$ cat src/rtl/bc_pkg.sv
// bc_pkg: state encoding and datapath select codes shared by the bc_polinomio control block.
package bc_pkg;

    typedef enum logic [2:0] {
        IDLE = 3'd0,
        CLR  = 3'd1,
        LDX  = 3'd2,
        ST_A = 3'd3,
        ST_B = 3'd4,
        ST_C = 3'd5,
        DONE = 3'd6
    } state_t;

    localparam logic [1:0] SEL_A    = 2'd0;
    localparam logic [1:0] SEL_B    = 2'd1;
    localparam logic [1:0] SEL_C    = 2'd2;

    localparam logic [1:0] SEL_ZERO = 2'd0;
    localparam logic [1:0] SEL_H    = 2'd1;
    localparam logic [1:0] SEL_X    = 2'd2;

    localparam logic [1:0] SEL_XM   = 2'd0;
    localparam logic [1:0] SEL_ONE  = 2'd1;

endpackage

$ cat src/rtl/bc_step_timer.sv
// bc_step_timer: settle counter for one arithmetic step; tc flags the cycle where count equals MUL_WAIT.
module bc_step_timer #(
    parameter int MUL_WAIT = 0,
    parameter int CW       = 4
) (
    input  logic          clk,
    input  logic          rst_n,
    input  logic          clr,
    output logic [CW-1:0] count,
    output logic          tc
);

    always_ff @(posedge clk or negedge rst_n) begin
        if (!rst_n) count <= '0;
        else        count <= clr ? '0 : count + 1'b1;
    end

    assign tc = count == CW'(MUL_WAIT);

endmodule

$ cat src/rtl/bc_polinomio.sv
// bc_polinomio: Horner sequencer driving BO to compute S = A*x^2 + B*x + C on the shared SomaMultiplica.
// Optional BC_EVAL_COUNT_EN adds eval_cnt, a wrapping count of completed (non-aborted) evaluations.
module bc_polinomio
    import bc_pkg::*;
#(
    parameter int MUL_WAIT = 0,
    parameter int CW       = 4
) (
    input  logic        clk,
    input  logic        rst_n,
    input  logic        start,
    input  logic        abort,
    output logic        LX,
    output logic        RSTX,
    output logic [1:0]  M0,
    output logic [1:0]  M1,
    output logic [1:0]  M2,
    output logic        LH,
    output logic        RSTH,
    output logic        LS,
    output logic        busy,
    output logic        done
`ifdef BC_EVAL_COUNT_EN
   ,output logic [15:0] eval_cnt
`endif
);

    state_t        state;
    logic [CW-1:0] count;
    logic          tc;
    logic          inStep;
    logic          aborting;
    logic          strobe;

    assign inStep = state inside {ST_A, ST_B, ST_C};

    bc_step_timer #(.MUL_WAIT(MUL_WAIT), .CW(CW)) stepTimer (
        .clk   (clk),
        .rst_n (rst_n),
        .clr   (aborting | tc | !inStep),
        .count (count),
        .tc    (tc)
    );

    always_ff @(posedge clk or negedge rst_n) begin
        if (!rst_n)        state <= IDLE;
        else if (aborting) state <= IDLE;
        else begin
            case (state)
                IDLE:    state <= start ? CLR : IDLE;
                CLR:     state <= LDX;
                LDX:     state <= ST_A;
                ST_A:    state <= tc ? ST_B : ST_A;
                ST_B:    state <= tc ? ST_C : ST_B;
                ST_C:    state <= tc ? DONE : ST_C;
                default: state <= IDLE;
            endcase
        end
    end

    // abort overrides the step's load strobe and the done pulse in the same cycle
    always_comb begin
        busy     = state != IDLE;
        aborting = busy & abort;
        strobe   = tc & inStep & !aborting;
        LX       = state == LDX;
        RSTX     = state == CLR;
        RSTH     = state == CLR || aborting;
        M0       = state == ST_B ? SEL_B : state == ST_C ? SEL_C : SEL_A;
        M1       = state inside {ST_B, ST_C} ? SEL_H : SEL_ZERO;
        M2       = SEL_XM;
        LH       = strobe && state != ST_C;
        LS       = strobe && state == ST_C;
        done     = state == DONE && !aborting;
    end

`ifdef BC_EVAL_COUNT_EN
    always_ff @(posedge clk or negedge rst_n) begin
        if (!rst_n)    eval_cnt <= '0;
        else if (done) eval_cnt <= eval_cnt + 16'd1;
    end
`endif

endmodule

$ cat config.mk
export PLATFORM = sky130hd
export DESIGN_NAME = bc_polinomio
export DESIGN_NICKNAME = d
export VERILOG_FILES = /design/src/rtl/bc_pkg.sv /design/src/rtl/bc_step_timer.sv /design/src/rtl/bc_polinomio.sv
export SDC_FILE = /design/constraint.sdc
export NUM_CORES = 1
export LEC_CHECK = 0
export CORE_UTILIZATION = 38
export CTS_BUF_LIST = sky130_fd_sc_hd__clkbuf_16
export DETAILED_ROUTE_END_ITERATION = 7
export GPL_ROUTABILITY_DRIVEN = 1
export HOLD_SLACK_MARGIN = 0.05
export PLACE_DENSITY = 0.71
export SKIP_LAST_GASP = 1
export SLEW_MARGIN = 40
export SYNTH_ARGS = -nofsm -noshare
export SYNTH_HDL_FRONTEND = slang
export SYNTH_SLANG_ARGS = --single-unit
$ cat constraint.sdc
create_clock -name clk -period 1.3 [get_ports clk]
set_input_delay 0.13 -clock clk [delete_from_list [all_inputs] [get_ports clk]]
set_output_delay 0.13 -clock clk [all_outputs]
set_load 0.05 [all_outputs]
==> impl_metrics.json, run 1 <==
{
  "outcome": "did not finish",
  "dieHeight_um": 38.7,
  "ys_warn_count": 0,
  "synth_top_flop_cell": "sky130_fd_sc_hd__dfrtp_1",
  "holdBufCountCts": 0,
  "ys_seq_area_share_pct": 34.2,
  "gp_congestion": 0.760,
  "ctsResizeCount": 20,
  "synth_cell_types": 28,
  "postPlaceCellArea_um2": 961,
  "avgSynthCellArea_um2": 9.14,
  "error_line": "[ERROR DPL-0033] detailed placement checks failed during check placement.",
  "clock_tree.htree_level_count": 1,
  "die_w_um": 38.7,
  "netlist_area_um2": 512,
  "stop_stage": "4_1_cts",
  "syn-instance-count": 56,
  "top_level_ports": 17,
  "place.detailed.hpwl_um": 1180,
  "cts.root.buffer_cell": "sky130_fd_sc_hd__clkbuf_16",
  "synth_enable_flop_cells": 0,
  "fraction_of_synthesis_flops_using_an_asynchronous_set_or_reset_pin_pct": 100,
  "num_rows": 12,
  "number_of_storage_elements_in_the_synthesis_netlist": 7,
  "dpl.cell_count": 102,
  "portBuffers": 13,
  "cts-buffers-inserted": 3,
  "cts_setup_buffers": 6,
  "cts_sinks": 7,
  "floorplan.initialDensity_pct": 43.7,
  "clk_path_buf_depth": 2
}
==> cells in the mapped netlist, types with 2 or more instances <==
cell type | count | area, um^2
sky130_fd_sc_hd__ha_1 | 2 | 25.0
sky130_fd_sc_hd__nand3b_1 | 2 | 15.0
sky130_fd_sc_hd__buf_2 | 2 | 10.0
sky130_fd_sc_hd__a21oi_1 | 2 | 10.0
sky130_fd_sc_hd__nand3_1 | 2 | 10.0
sky130_fd_sc_hd__nor3b_1 | 3 | 22.5
sky130_fd_sc_hd__nand2_1 | 2 | 7.51
sky130_fd_sc_hd__nor4bb_1 | 2 | 20.0
sky130_fd_sc_hd__dfrtp_1 | 7 | 175
sky130_fd_sc_hd__inv_1 | 4 | 15.0
sky130_fd_sc_hd__a21o_1 | 2 | 15.0
sky130_fd_sc_hd__buf_4 | 4 | 30.0
sky130_fd_sc_hd__nor3_1 | 2 | 10.0
sky130_fd_sc_hd__nor3_2 | 2 | 20.0
sky130_fd_sc_hd__nor2_1 | 5 | 18.8
==> logic make-up after synthesis <==
kind of cell / synth area share (%)
xor+xnor: 3.42
flops: 34.2
other cells: 0.733
simple gates: 36.7
compound gates: 9.29
fa+ha+maj: 4.89
buf+inv: 10.8
==> stage by stage <==
| stage | utilization [%] | TNS [ps] | setup slack, ps |
|---|---|---|---|
| 3_5_place_dp | 82.1 | -744 | -165 |
| 2_1_floorplan | - | -659 | -279 |
| 3_3_place_gp | 82.1 | -459 | -135 |
==> run 2: changes to the inputs <==
--- a/config.mk
+++ b/config.mk
@@ -5,12 +5,11 @@
 export SDC_FILE = /design/constraint.sdc
 export NUM_CORES = 1
 export LEC_CHECK = 0
-export CORE_UTILIZATION = 38
-export CTS_BUF_LIST = sky130_fd_sc_hd__clkbuf_16
+export CORE_AREA = 2 2 63 65
 export DETAILED_ROUTE_END_ITERATION = 7
+export DIE_AREA = 0 0 65 67
 export GPL_ROUTABILITY_DRIVEN = 1
-export HOLD_SLACK_MARGIN = 0.05
-export PLACE_DENSITY = 0.71
+export PLACE_DENSITY_LB_ADDON = 0.15
 export SKIP_LAST_GASP = 1
 export SLEW_MARGIN = 40
 export SYNTH_ARGS = -nofsm -noshare
==> constraint.sdc (replaced) <==
create_clock -name clk -period 1.7 [get_ports clk]
set_input_delay 0.17 -clock clk [delete_from_list [all_inputs] [get_ports clk]]
set_output_delay 0.17 -clock clk [all_outputs]
set_load 0.05 [all_outputs]
==> run 2 against run 1 <==
The flow now finishes without violations. Synthesized cell count is the same. Area after synthesis did not move.
==> impl_metrics.json, run 2 <==
{
  "dr.pass1.iters": 2,
  "design.core.area_um2": 3610,
  "synth.area.top_cells": "sky130_fd_sc_hd__dfrtp_1, sky130_fd_sc_hd__buf_4, sky130_fd_sc_hd__ha_1, sky130_fd_sc_hd__nor3b_1, sky130_fd_sc_hd__nor3_2",
  "route.antenna.remaining_nets": 0,
  "finalHoldViolations": 0,
  "postPlaceCellArea_um2": 841,
  "finalWorstSetupSlack_ps": 8.43,
  "design_power_total_mw": 1.44,
  "synth.top_cell.area_share_pct": 34.2,
  "clk_path_buf_depth": 2,
  "post-synth-top-count-cell": "sky130_fd_sc_hd__dfrtp_1",
  "cts_sinks": 7,
  "initialDrtViolationCount": 4,
  "synth.cells.most_frequent": "sky130_fd_sc_hd__dfrtp_1, sky130_fd_sc_hd__nor2_1, sky130_fd_sc_hd__buf_4, sky130_fd_sc_hd__inv_1, sky130_fd_sc_hd__nor3b_1",
  "synth_enable_flop_cells": 0,
  "ys_warn_count": 0,
  "num_rows": 22,
  "syn_to_final_growth_pct": 82.4,
  "mostFrequentLayoutCell": "sky130_fd_sc_hd__buf_12",
  "n_antenna_cell": 0,
  "worstSetupStartpoint": "stepTimer.count[0]",
  "synth_cell_types": 28,
  "register_clock_pin_slew_on_the_reported_worst_setup_and_hold_paths_ps": 40,
  "global_route.overflow_total": 0,
  "biggestRegsByFlops": "stepTimer.count x4, state x3",
  "drv_cap": 0,
  "slack_of_the_worst_reg_to_reg_path_ps": 270,
  "fin_crit_sh_pct": 99.5,
  "nNetsFinal": 86,
  "vdd_drop_max_uv": 1320,
  "worstReg2RegStart": "stepTimer.count[0]",
  "nFillCells": 391,
  "max_slew_violations": 0,
  "critical_path.reg2reg.endpoint": "state[2]",
  "postLayoutCoreUtil_pct": 25.9,
  "outcome": "completed",
  "synthDominantAreaCellType": "sky130_fd_sc_hd__dfrtp_1",
  "grt_pass1_wl_um": 2180,
  "number_of_storage_elements_in_the_synthesis_netlist": 7,
  "clock_skew_ps": 1.91,
  "clock_tree.htree_level_count": 1,
  "timing.critical_path.arrival_ps": 1520,
  "endpoint_kind": "output port",
  "route.final.wire_length_um": 1290,
  "power.density_cell_area_nw_per_um2": 1540,
  "static_leak_nw": 0.395,
  "dieHeight_um": 67,
  "first_global_vias": 475,
  "rsz0062_at_grt": "true",
  "final_setup_vio_count": 0,
  "largest_net_degree_at_the_start_of_global_routing": 11,
  "vias_per_cell": 3.70,
  "portBuffers": 13,
  "min_path_type": "input pin to async pin",
  "worstSkewPairLatency_ps": 230,
  "most-common-layout-cells": "sky130_fd_sc_hd__buf_12, sky130_fd_sc_hd__buf_4, sky130_fd_sc_hd__dfrtp_1",
  "tritoncts_clock_tree": "done",
  "timing_worst_setup_path_type": "register to output port",
  "cts-buffers-inserted": 3,
  "fraction_of_synthesis_flops_using_an_asynchronous_set_or_reset_pin_pct": 100,
  "ys_seq_area_share_pct": 34.2,
  "critical_path.max_fanout": 2,
  "holdBufCountCts": 0,
  "placement.setup.worst_slack_ps": 111,
  "vias": 470,
  "top_level_ports": 17,
  "die_area_um2": 4360,
  "cts.root.buffer_cell": "sky130_fd_sc_hd__clkbuf_8",
  "drcViolationCount": 0,
  "largest_register_ffs": 4,
  "rr_worst_depth": 6,
  "floorplan.initialDensity_pct": 14.2,
  "netlist_area_um2": 512,
  "postLayoutCellArea_um2": 933,
  "critical_path.startpoint_type": "register",
  "place.detailed.hpwl_um": 974,
  "wl_per_cell_um": 10.2,
  "layout_cells_sized_above_1_pct": 44.3,
  "die_w_um": 65,
  "timing.critical_path.required_ps": 1530,
  "fmaxAchievable_ghz": 0.591,
  "period_needed_ps": 1690,
  "gp_congestion": 0.694,
  "largest_register": "stepTimer.count",
  "grt_util_all_layers_pct": 6.89,
  "synth_top_flop_cell": "sky130_fd_sc_hd__dfrtp_1",
  "grt_antenna_before_repair": 0,
  "syn-instance-count": 56,
  "avgSynthCellArea_um2": 9.14
}
-- run 2: logic make-up after synthesis --
kind of cell	Yosys count	synth area share [%]
AO/OA/AOI/OAI	7	9.29
buffers and inverters	10	10.8
AND/OR/NAND/NOR	27	36.7
flip-flops	7	34.2
XOR/XNOR	2	3.42
adder cells (fa/ha/maj)	2	4.89
other	1	0.733
-- run 2: power breakdown --
part / leakage, nW / internal, mW / total [mW] / switching, mW
logic: 0.277 / 0.465 / 0.992 / 0.527
registers: 0.0952 / 0.194 / 0.216 / 0.0222
clock network: 0.0228 / 0.162 / 0.234 / 0.0714
-- run 2: worst max-delay path by stage --
stage / end / cells after the start
after detailed placement: LH / 5
after floorplan: RSTH / 3
after CTS: LH / 5
after global placement: LH / 5
final: LH / 5
after global routing: LH / 5
-- run 2: metal layers --
layer	vias up	part of all wire, %	GRT usage [%]	wire [um]
met5	-	0	0	0
met4	0	2.6	4.79	33
met3	5	5.9	2.36	76
met2	13	47	10.4	603
met1	218	45	8.12	577
li1	234	-	-	-
-- run 2: per-stage QoR --
stage | cells | TNS [ps] | hold slack [ps]
after floorplan | 58 | -168 | -126
after CTS | 127 | -9.32 | 220
after global placement | 119 | 0 | 455
after global routing | 127 | -72.4 | 238
final | 127 | 0 | 211
after detailed placement | 119 | 0 | 463
-- run 2: final cells by class --
type	instances	area (um^2)	area share, %
multi-input combinational	41	329	35.3
timing repair buffer	23	309	33.1
sequential	7	175	18.8
tap	48	60.1	6.43
clock buffer	4	45.0	4.83
inverter	4	15.0	1.61
-- run 2: what timing repair did --
action | CTS | global route
setup endpoints to repair | 1 | 2
resized for setup | 2 | 3
pin swaps | 1 | 0
setup buffers | 4 | 0
-- run 2: worst max-delay path, cell delays in order (launching register included) --
cell and delay, ps:
sky130_fd_sc_hd__dfrtp_1 360, sky130_fd_sc_hd__inv_1 70, sky130_fd_sc_hd__ha_1 140, sky130_fd_sc_hd__or3b_4 400
sky130_fd_sc_hd__nor3_4 160, sky130_fd_sc_hd__buf_12 160
(Power assumes the default switching activity.)
